## src/rtl/fifo_word_packer_if.sv

```systemverilog
// Bus bundle for fifo_word_packer: FIFO read port, flush request and the packed-word
// valid/ready output. master = packer side, slave = FIFO/sink environment side.
interface fifo_word_packer_if #(
    parameter int unsigned DATA_WIDTH = 6,
    parameter int unsigned PACK_RATIO = 4
);
    localparam int unsigned CNT_W = $clog2(PACK_RATIO) + 1;

    logic                             fifo_empty;
    logic [DATA_WIDTH-1:0]            fifo_data;
    logic                             fifo_rd_en;
    logic                             flush;
    logic [DATA_WIDTH*PACK_RATIO-1:0] out_data;
    logic [CNT_W-1:0]                 out_count;
    logic                             out_valid;
    logic                             out_ready;

    modport master (
        input  fifo_empty,
        input  fifo_data,
        input  flush,
        input  out_ready,
        output fifo_rd_en,
        output out_data,
        output out_count,
        output out_valid
    );

    modport slave (
        output fifo_empty,
        output fifo_data,
        output flush,
        output out_ready,
        input  fifo_rd_en,
        input  out_data,
        input  out_count,
        input  out_valid
    );
endinterface

```

## src/rtl/fifo_word_packer.sv

```systemverilog
// Drains a synchronous FIFO and packs PACK_RATIO words per output beat (lane 0 = oldest);
// a flush request emits a partially filled beat.
module fifo_word_packer #(
    parameter int unsigned DATA_WIDTH = 6,
    parameter int unsigned PACK_RATIO = 4
) (
    input  logic                clk,
    input  logic                rst_n,
    fifo_word_packer_if.master  bus
);
    localparam int unsigned ACC_W = DATA_WIDTH * PACK_RATIO;
    localparam int unsigned CNT_W = $clog2(PACK_RATIO) + 1;
    localparam logic [CNT_W-1:0] FULL_CNT = CNT_W'(PACK_RATIO);
    localparam logic [CNT_W:0]   LIMIT    = (CNT_W + 1)'(PACK_RATIO);

    typedef enum logic {
        ST_ACC,
        ST_FLUSH
    } state_t;

    state_t           state;
    state_t           state_next;
    logic             flush_pend;

    logic [ACC_W-1:0] acc;
    logic [ACC_W-1:0] acc_next;
    logic [ACC_W-1:0] acc_masked;
    logic [CNT_W-1:0] acc_cnt;
    logic [CNT_W-1:0] acc_cnt_next;
    logic [CNT_W:0]   inflight;
    logic             rd_pend;
    logic             rd_en;
    logic             transfer;

    logic [ACC_W-1:0] out_data_q;
    logic [CNT_W-1:0] out_count_q;
    logic             out_valid_q;

    assign flush_pend     = (state == ST_FLUSH);
    assign bus.fifo_rd_en = rd_en;
    assign bus.out_data   = out_data_q;
    assign bus.out_count  = out_count_q;
    assign bus.out_valid  = out_valid_q;

    always_ff @(posedge clk) begin
        if (!rst_n) begin
            state <= ST_ACC;
        end else begin
            state <= state_next;
        end
    end

    // Reads are throttled on words already held plus the one still in flight,
    // so a full accumulator never has a pending capture behind it.
    always_comb begin
        state_next = state;
        inflight   = {1'b0, acc_cnt} + (CNT_W + 1)'(rd_pend);
        rd_en      = rst_n & ~bus.fifo_empty & ~flush_pend & ~bus.flush & (inflight < LIMIT);
        transfer   = (~out_valid_q | bus.out_ready) & ~rd_pend &
                     ((acc_cnt == FULL_CNT) | (flush_pend & (acc_cnt != '0)));
        case (state)
            ST_ACC: begin
                if (bus.flush) begin
                    state_next = ST_FLUSH;
                end
            end
            ST_FLUSH: begin
                if (transfer || (!rd_pend && acc_cnt == '0)) begin
                    state_next = ST_ACC;
                end
            end
            default: state_next = ST_ACC;
        endcase
    end

    always_comb begin
        acc_next     = acc;
        acc_cnt_next = acc_cnt;
        acc_masked   = '0;
        for (int unsigned i = 0; i < PACK_RATIO; i++) begin
            if (CNT_W'(i) < acc_cnt) begin
                acc_masked[i*DATA_WIDTH +: DATA_WIDTH] = acc[i*DATA_WIDTH +: DATA_WIDTH];
            end
        end
        if (transfer) begin
            acc_next     = '0;
            acc_cnt_next = '0;
        end else if (rd_pend) begin
            for (int unsigned i = 0; i < PACK_RATIO; i++) begin
                if (acc_cnt == CNT_W'(i)) begin
                    acc_next[i*DATA_WIDTH +: DATA_WIDTH] = bus.fifo_data;
                end
            end
            acc_cnt_next = acc_cnt + CNT_W'(1);
        end
    end

    always_ff @(posedge clk) begin
        if (!rst_n) begin
            acc         <= '0;
            acc_cnt     <= '0;
            rd_pend     <= 1'b0;
            out_data_q  <= '0;
            out_count_q <= '0;
            out_valid_q <= 1'b0;
        end else begin
            acc     <= acc_next;
            acc_cnt <= acc_cnt_next;
            rd_pend <= rd_en;
            if (transfer) begin
                out_data_q  <= acc_masked;
                out_count_q <= acc_cnt;
                out_valid_q <= 1'b1;
            end else if (out_valid_q && bus.out_ready) begin
                out_valid_q <= 1'b0;
            end
        end
    end
endmodule

```

## src/flat_wrapper.sv

```systemverilog
// flat-port wrapper written by rule: the top's interface ports become plain ports
module fifo_word_packer_flat 
#(
    parameter int unsigned DATA_WIDTH = 6,
    parameter int unsigned PACK_RATIO = 4
)
  (clk, rst_n, bus_fifo_empty, bus_fifo_data, bus_flush, bus_out_ready, bus_fifo_rd_en, bus_out_data, bus_out_count, bus_out_valid);
  fifo_word_packer_if #(.DATA_WIDTH(DATA_WIDTH), .PACK_RATIO(PACK_RATIO)) bus_i ();
  input  logic clk;
  input  logic rst_n;
  input wire logic [$bits(bus_i.fifo_empty)-1:0] bus_fifo_empty;
  input wire logic [$bits(bus_i.fifo_data)-1:0] bus_fifo_data;
  input wire logic [$bits(bus_i.flush)-1:0] bus_flush;
  input wire logic [$bits(bus_i.out_ready)-1:0] bus_out_ready;
  output wire logic [$bits(bus_i.fifo_rd_en)-1:0] bus_fifo_rd_en;
  output wire logic [$bits(bus_i.out_data)-1:0] bus_out_data;
  output wire logic [$bits(bus_i.out_count)-1:0] bus_out_count;
  output wire logic [$bits(bus_i.out_valid)-1:0] bus_out_valid;
  assign bus_i.fifo_empty = bus_fifo_empty;
  assign bus_i.fifo_data = bus_fifo_data;
  assign bus_i.flush = bus_flush;
  assign bus_i.out_ready = bus_out_ready;
  assign bus_fifo_rd_en = bus_i.fifo_rd_en;
  assign bus_out_data = bus_i.out_data;
  assign bus_out_count = bus_i.out_count;
  assign bus_out_valid = bus_i.out_valid;
  fifo_word_packer #(.DATA_WIDTH(DATA_WIDTH), .PACK_RATIO(PACK_RATIO)) u_core (.clk(clk), .rst_n(rst_n), .bus(bus_i));
endmodule
```

## config.mk

```make
export PLATFORM = sky130hd
export DESIGN_NAME = fifo_word_packer_flat
export DESIGN_NICKNAME = d
export VERILOG_FILES = /design/src/rtl/fifo_word_packer_if.sv /design/src/rtl/fifo_word_packer.sv /design/src/flat_wrapper.sv
export SDC_FILE = /design/constraint.sdc
export NUM_CORES = 1
export LEC_CHECK = 0
export CAP_MARGIN = 20
export CORE_MARGIN = 2
export CORE_UTILIZATION = 49
export CTS_BUF_LIST = sky130_fd_sc_hd__clkbuf_8
export DETAILED_ROUTE_END_ITERATION = 16
export PLACE_DENSITY = 0.78
export SYNTH_ARGS = -nofsm -noshare
export SYNTH_HDL_FRONTEND = slang
export SYNTH_SLANG_ARGS = --single-unit
```

## constraint.sdc

```tcl
create_clock -name clk -period 1.8 [get_ports clk]
set_clock_uncertainty 0.2 [all_clocks]
set_input_delay 0.27 -clock clk [delete_from_list [all_inputs] [get_ports clk]]
set_output_delay 0.27 -clock clk [all_outputs]
set_load 0.01 [all_outputs]
```

==> flow_summary.json, run 1 <==
{
  "fill_cells": 351,
  "path_delay_family": "simple AND/OR/NAND/NOR gates",
  "first_iter_violations": 85,
  "hold_path_class": "primary input to flip-flop",
  "io_pins": 40,
  "clk_pin_slew_worst_paths_ns": 0.05,
  "min_period_over_period": 1.15,
  "crit_path_max_fanout": 2,
  "rows": 24,
  "fmax_mhz": 484,
  "die_y_um": 72.6,
  "placed_area_um2": 2870,
  "vias": 1809,
  "dieArea_um2": 5270,
  "worst_pin_slew_ns": 0.554,
  "dr.pass1.iters": 4,
  "ys_seq_area_frac": 0.495,
  "stdcell_area_um2": 3170,
  "cts_buffers": 9,
  "fin_total_pwr_uw": 2610,
  "synth_cell_type_count": 28,
  "drv_cap": 0,
  "endpoint_kind": "primary output",
  "wl_per_cell_um": 14.5,
  "setup-tns-final_ns": -0.267,
  "setup_viol": 1,
  "failed_checks": "setup timing",
  "cts-root-buf": "clkbuf_8",
  "grt_max_degree": 54,
  "ys_warn_count": 0,
  "coreArea_um2": 4440,
  "synth_fp_nets": 249,
  "cpPeakStageDelay_ns": 0.55,
  "ys_async_sr_fraction": 0,
  "vdd_drop_max_uv": 729,
  "antenna_found_initial": 0,
  "rsz0062_at_grt": "yes",
  "p_leak_uw": 0.00125,
  "route.detailed.drc": 0,
  "worst-r2r-setup-slack_ns": 0.01,
  "avgViaCountPerCell": 5.23,
  "p_per_area_nw_per_um2": 825,
  "h-tree-depth": 3,
  "ant_nets": 0,
  "maxSlewViolCount": 0,
  "synth-seq-cells": 57,
  "clk_latency_ns": 0.33,
  "area_growth_pct": 37.4,
  "dp_hpwl_mm": 3.01,
  "regArea_um2": 1150,
  "nNetsFinal": 304,
  "clk_path_buf_depth": 2,
  "synth_area_per_cell_um2": 9.81,
  "die_x_um": 72.6,
  "synth_edf_count": 0,
  "crit_path_cell_trace": "or4b_4 > a311oi_2 > buf_2",
  "period_minus_slack_ns": 2.07,
  "report.final.hold_viol_count": 0,
  "start_kind": "flip-flop",
  "post-place-ws_ns": -0.690,
  "n_antenna_cell": 0,
  "fin_ws_ns": -0.267,
  "overflow": 0,
  "start_util": 0.519,
  "slowest_stage": "or4b_4",
  "syn_area_um2": 2300,
  "status": "complete, but fails checks",
  "fin_util": 0.713,
  "io_buffers": 39,
  "layout-drive-gt1-share": 0.170,
  "grt_pass1_vias": 1702,
  "worstPathRequired_ns": 1.33,
  "multi_input_area_um2": 1100,
  "drt-total-wl_mm": 5.00,
  "critical_path_class": "flip-flop to primary output",
  "syn_inst": 235,
  "grt_pass1_wl_mm": 7.91,
  "ys.flop_type": "dfxtp_1",
  "relSlewSlack": 0.631,
  "gp_congestion": 0.741,
  "crit_buf_inv": 1,
  "grt_usage": 0.196,
  "cts_tree": "built",
  "cts_sinks": 57,
  "critPathArrivalTime_ns": 1.60
}
cell usage in the layout, fill, tap and decap left out, drive strengths merged, types with 2 or more instances in the layout:
cell and n:
clkbuf 13, a311oi 2, ha 3, nand3b 4
nor2 26, clkinv 2, clkdlybuf4s50 37, mux2i 53
inv 4, buf 23, dfxtp 57, nand3 18
nand2 38
what timing repair did:
action | CTS | global route
hold buffers | 0 | 0
pin swaps | 1 | 2
buffers inserted | 0 | 5
resized for setup | 6 | 3
endpoints found under the setup margin | 3 | 29
cloned | 0 | 2
synthesized netlist by cell type, types with 2 or more instances:
library cell	count	area (um^2)
inv_1	3	11.3
nand2_1	38	143
nor2_1	26	97.6
a311oi_1	2	17.5
buf_2	7	35.0
dfxtp_1	57	1140
nand3_1	18	90.1
mux2i_1	52	521
clkbuf_1	8	30.0
nand3b_1	4	30.0
ha_1	3	37.5
worst min-delay path, delay by kind of cell:
| family | cells | cell delay (ns) |
|---|---|---|
| AND/OR/NAND/NOR | 1 | 0.21 |
| buffers and inverters | 1 | 0.11 |
| AO/OA/AOI/OAI | 1 | 0.04 |
cells by family after synthesis:
group,count (synthesis),share of synthesized area
AOI/OAI and AO/OA,9,0.0353
and+or+nand+nor,91,0.175
muxes,53,0.232
DFF,57,0.495
xor gates and xnor gates,1,0.00380
adders and majority gates,3,0.0163
buffers and inverters,21,0.0429
layout make-up:
type | count | area share
tap | 52 | 0.0205
clock inverter | 4 | 0.0138
multi-input combinational | 157 | 0.348
timing repair buffer | 62 | 0.203
clock buffer | 11 | 0.0478
inverter | 3 | 0.00514
sequential | 57 | 0.362
worst paths after layout:
check | startpoint | to | cells after the start
max | u_core.acc_cnt[2] | bus_fifo_rd_en | 3
min | rst_n | u_core.rd_pend | 3
min reg2reg | u_core.bus.out_data[2] | u_core.bus.out_data[2] | 2
max reg2reg | u_core.acc_cnt[0] | u_core.bus.out_data[6] | 7
routing by layer:
metal	vias up	GRT usage	wire [um]
li1	906	-	-
met1	842	0.259	2360
met2	48	0.291	2290
met3	13	0.0442	216
met4	0	0.117	136
met5	-	0	0
through the flow:
stage | hold WS, ns | instances
after floorplan | 0.148 | 235
after global placement | 0.242 | 324
after detailed placement | 0.246 | 324
after CTS | 0.129 | 339
after global routing | 0.154 | 346
final | 0.146 | 346
power breakdown:
part / switching (uW) / total, uW / internal [uW]
clock: 481 / 1180 / 696
sequential: 6.68 / 1280 / 1270
combinational: 81.3 / 157 / 75.4
total: 569 / 2610 / 2040
sequential cells by signal, summed over array words and instances, names as in the netlist:
signal	count
u_core.acc	24
u_core.acc_cnt	3
u_core.bus.out_count	3
u_core.bus.out_data	24
u_core.bus.out_valid	1
u_core.flush_pend	1
u_core.rd_pend	1
Note: power is estimated with default switching activity, not from simulation.
==> run 2, diff against run 1 <==
--- a/config.mk
+++ b/config.mk
@@ -11,6 +11,7 @@
 export CTS_BUF_LIST = sky130_fd_sc_hd__clkbuf_8
 export DETAILED_ROUTE_END_ITERATION = 16
 export PLACE_DENSITY = 0.78
+export SETUP_SLACK_MARGIN = 0.3
 export SYNTH_ARGS = -nofsm -noshare
 export SYNTH_HDL_FRONTEND = slang
 export SYNTH_SLANG_ARGS = --single-unit
==> run 2 against run 1 <==
The run still ends with setup timing left. Combinational power up 58%. First-iteration DRC count up 35%. Global-route usage up 4.8 points. Clock power about the same.
==> flow_summary.json, run 2 (synthesis results as in run 1) <==
{
  "status": "complete, but fails checks",
  "failed_checks": "setup timing",
  "wl_per_cell_um": 17.9,
  "start_kind": "flip-flop",
  "min_to": "u_core.rd_pend",
  "clk_path_buf_depth": 2,
  "post-place-ws_ns": -0.617,
  "layout-drive-gt1-share": 0.309,
  "fill_cells": 253,
  "rr_startpoint": "u_core.acc_cnt[1]",
  "rows": 24,
  "period_minus_slack_ns": 2.11,
  "grt_pass1_wl_mm": 9.44,
  "maxSlewViolCount": 0,
  "mostFrequentLayoutCell": "dfxtp_1",
  "drv_cap": 0,
  "r2r_end": "u_core.acc[11]",
  "setup_viol": 25,
  "critPathArrivalTime_ns": 1.64,
  "rsz0062_at_grt": "yes",
  "cts_tree": "built",
  "mostFrequentLayoutCells": "53 x dfxtp_1, 48 x mux2i_1, 38 x nand2_1, 28 x dlygate4sd2_1, 18 x nand3_1",
  "slowest_stage": "or4b_4",
  "cts-root-buf": "clkbuf_8",
  "path_delay_family": "simple AND/OR/NAND/NOR gates",
  "multi_input_area_um2": 1250,
  "coreArea_um2": 4440,
  "min_period_over_period": 1.17,
  "holdPathStages": 3,
  "crit_buf_inv": 1,
  "io_buffers": 39,
  "grt_max_degree": 54,
  "gp_congestion": 0.771,
  "regArea_um2": 1150,
  "clk_pin_slew_worst_paths_ns": 0.06,
  "min-delay-start": "bus_fifo_empty",
  "vdd_drop_max_uv": 695,
  "start_util": 0.519,
  "area_growth_pct": 52.4,
  "ant_nets": 0,
  "vias": 1943,
  "h-tree-depth": 3,
  "fin_hold_ws_ns": 0.0231,
  "crit_path_cell_trace": "or4b_4 > a311oi_2 > buf_2",
  "die_y_um": 72.6,
  "critical_path_class": "flip-flop to primary output",
  "overflow": 0,
  "p_per_area_nw_per_um2": 773,
  "cts_buffers": 9,
  "cpPeakStageDelay_ns": 0.52,
  "drt-total-wl_mm": 6.41,
  "clk_latency_ns": 0.34,
  "worst_pin_slew_ns": 0.560,
  "rr_worst_depth": 6,
  "fin_ws_ns": -0.310,
  "crit_path_max_fanout": 2,
  "antenna_found_initial": 0,
  "setup-tns-final_ns": -2.25,
  "avgViaCountPerCell": 5.41,
  "io_pins": 40,
  "worst-r2r-setup-slack_ns": -0.12,
  "p_leak_uw": 0.00147,
  "relSlewSlack": 0.627,
  "dr.pass1.iters": 4,
  "nNetsFinal": 317,
  "holdBufCountCts": 0,
  "dp_hpwl_mm": 3.07,
  "grt_pass1_vias": 1916,
  "endpoint_kind": "primary output",
  "grt_usage": 0.243,
  "fmax_mhz": 474,
  "cts_sinks": 57,
  "die_x_um": 72.6,
  "first_iter_violations": 115,
  "route.detailed.drc": 0,
  "dieArea_um2": 5270,
  "report.final.hold_viol_count": 0,
  "n_antenna_cell": 0,
  "worstPathRequired_ns": 1.33,
  "hold_path_class": "primary input to flip-flop"
}
run 2: worst max path at each step:
stage	startpoint	to	slack, ns	cells after the start
detailed placement	bus_fifo_empty	bus_fifo_rd_en	-0.62	4
floorplan	u_core.acc_cnt[1]	u_core.bus.out_data[12]	-0.03	8
CTS	u_core.acc_cnt[2]	bus_fifo_rd_en	-0.25	3
finish	u_core.flush_pend	bus_fifo_rd_en	-0.31	3
global placement	bus_fifo_empty	bus_fifo_rd_en	-0.61	4
global route	u_core.flush_pend	bus_fifo_rd_en	-0.35	3
run 2: what timing repair did:
item	4_1_cts	5_1_grt
pin swaps	3	4
gates cloned	5	0
setup buffers	13	3
resized for setup	52	43
setup endpoints to repair	85	57
run 2: final cells by class:
cell class,count,area share
clock inverters,4,0.0125
repair buffers,75,0.239
inverters,3,0.00392
multi-input cells,157,0.356
clock buffers,11,0.0431
flip-flops and latches,57,0.327
well taps,52,0.0185
run 2: stage by stage:
stage | instance area [um^2] | total power (uW) | utilization | cells
2_1_floorplan | 2370 | 1390 | - | 235
3_3_place_gp | 2880 | 1450 | 0.647 | 323
3_5_place_dp | 2880 | 1450 | 0.647 | 323
4_1_cts | 3330 | 2690 | 0.750 | 356
5_1_grt | 3510 | 2780 | 0.791 | 359
6_report | 3510 | 2720 | 0.791 | 359
run 2: tightest hold or removal path, delay by kind of cell:
family,cells,cell delay [ns]
compound gates,1,0.04
simple gates,1,0.13
buf+inv,1,0.08
run 2: where the power goes:
part / internal, uW / total, uW / switching, uW / leakage, uW
Sequential: 1270 / 1280 / 5.73 / 0.000462
Combinational: 126 / 248 / 122 / 0.000906
Clock: 697 / 1190 / 496 / 0.000106
run 2: metal layers:
| layer | vias to the layer above | GRT usage | wire length, um | part of all wire |
|---|---|---|---|---|
| li1 | 934 | - | - | - |
| met1 | 934 | 0.291 | 2790 | 0.43 |
| met2 | 61 | 0.406 | 3140 | 0.49 |
| met3 | 14 | 0.0649 | 322 | 0.050 |
| met4 | 0 | 0.115 | 158 | 0.025 |
| met5 | - | 0 | 0 | 0 |
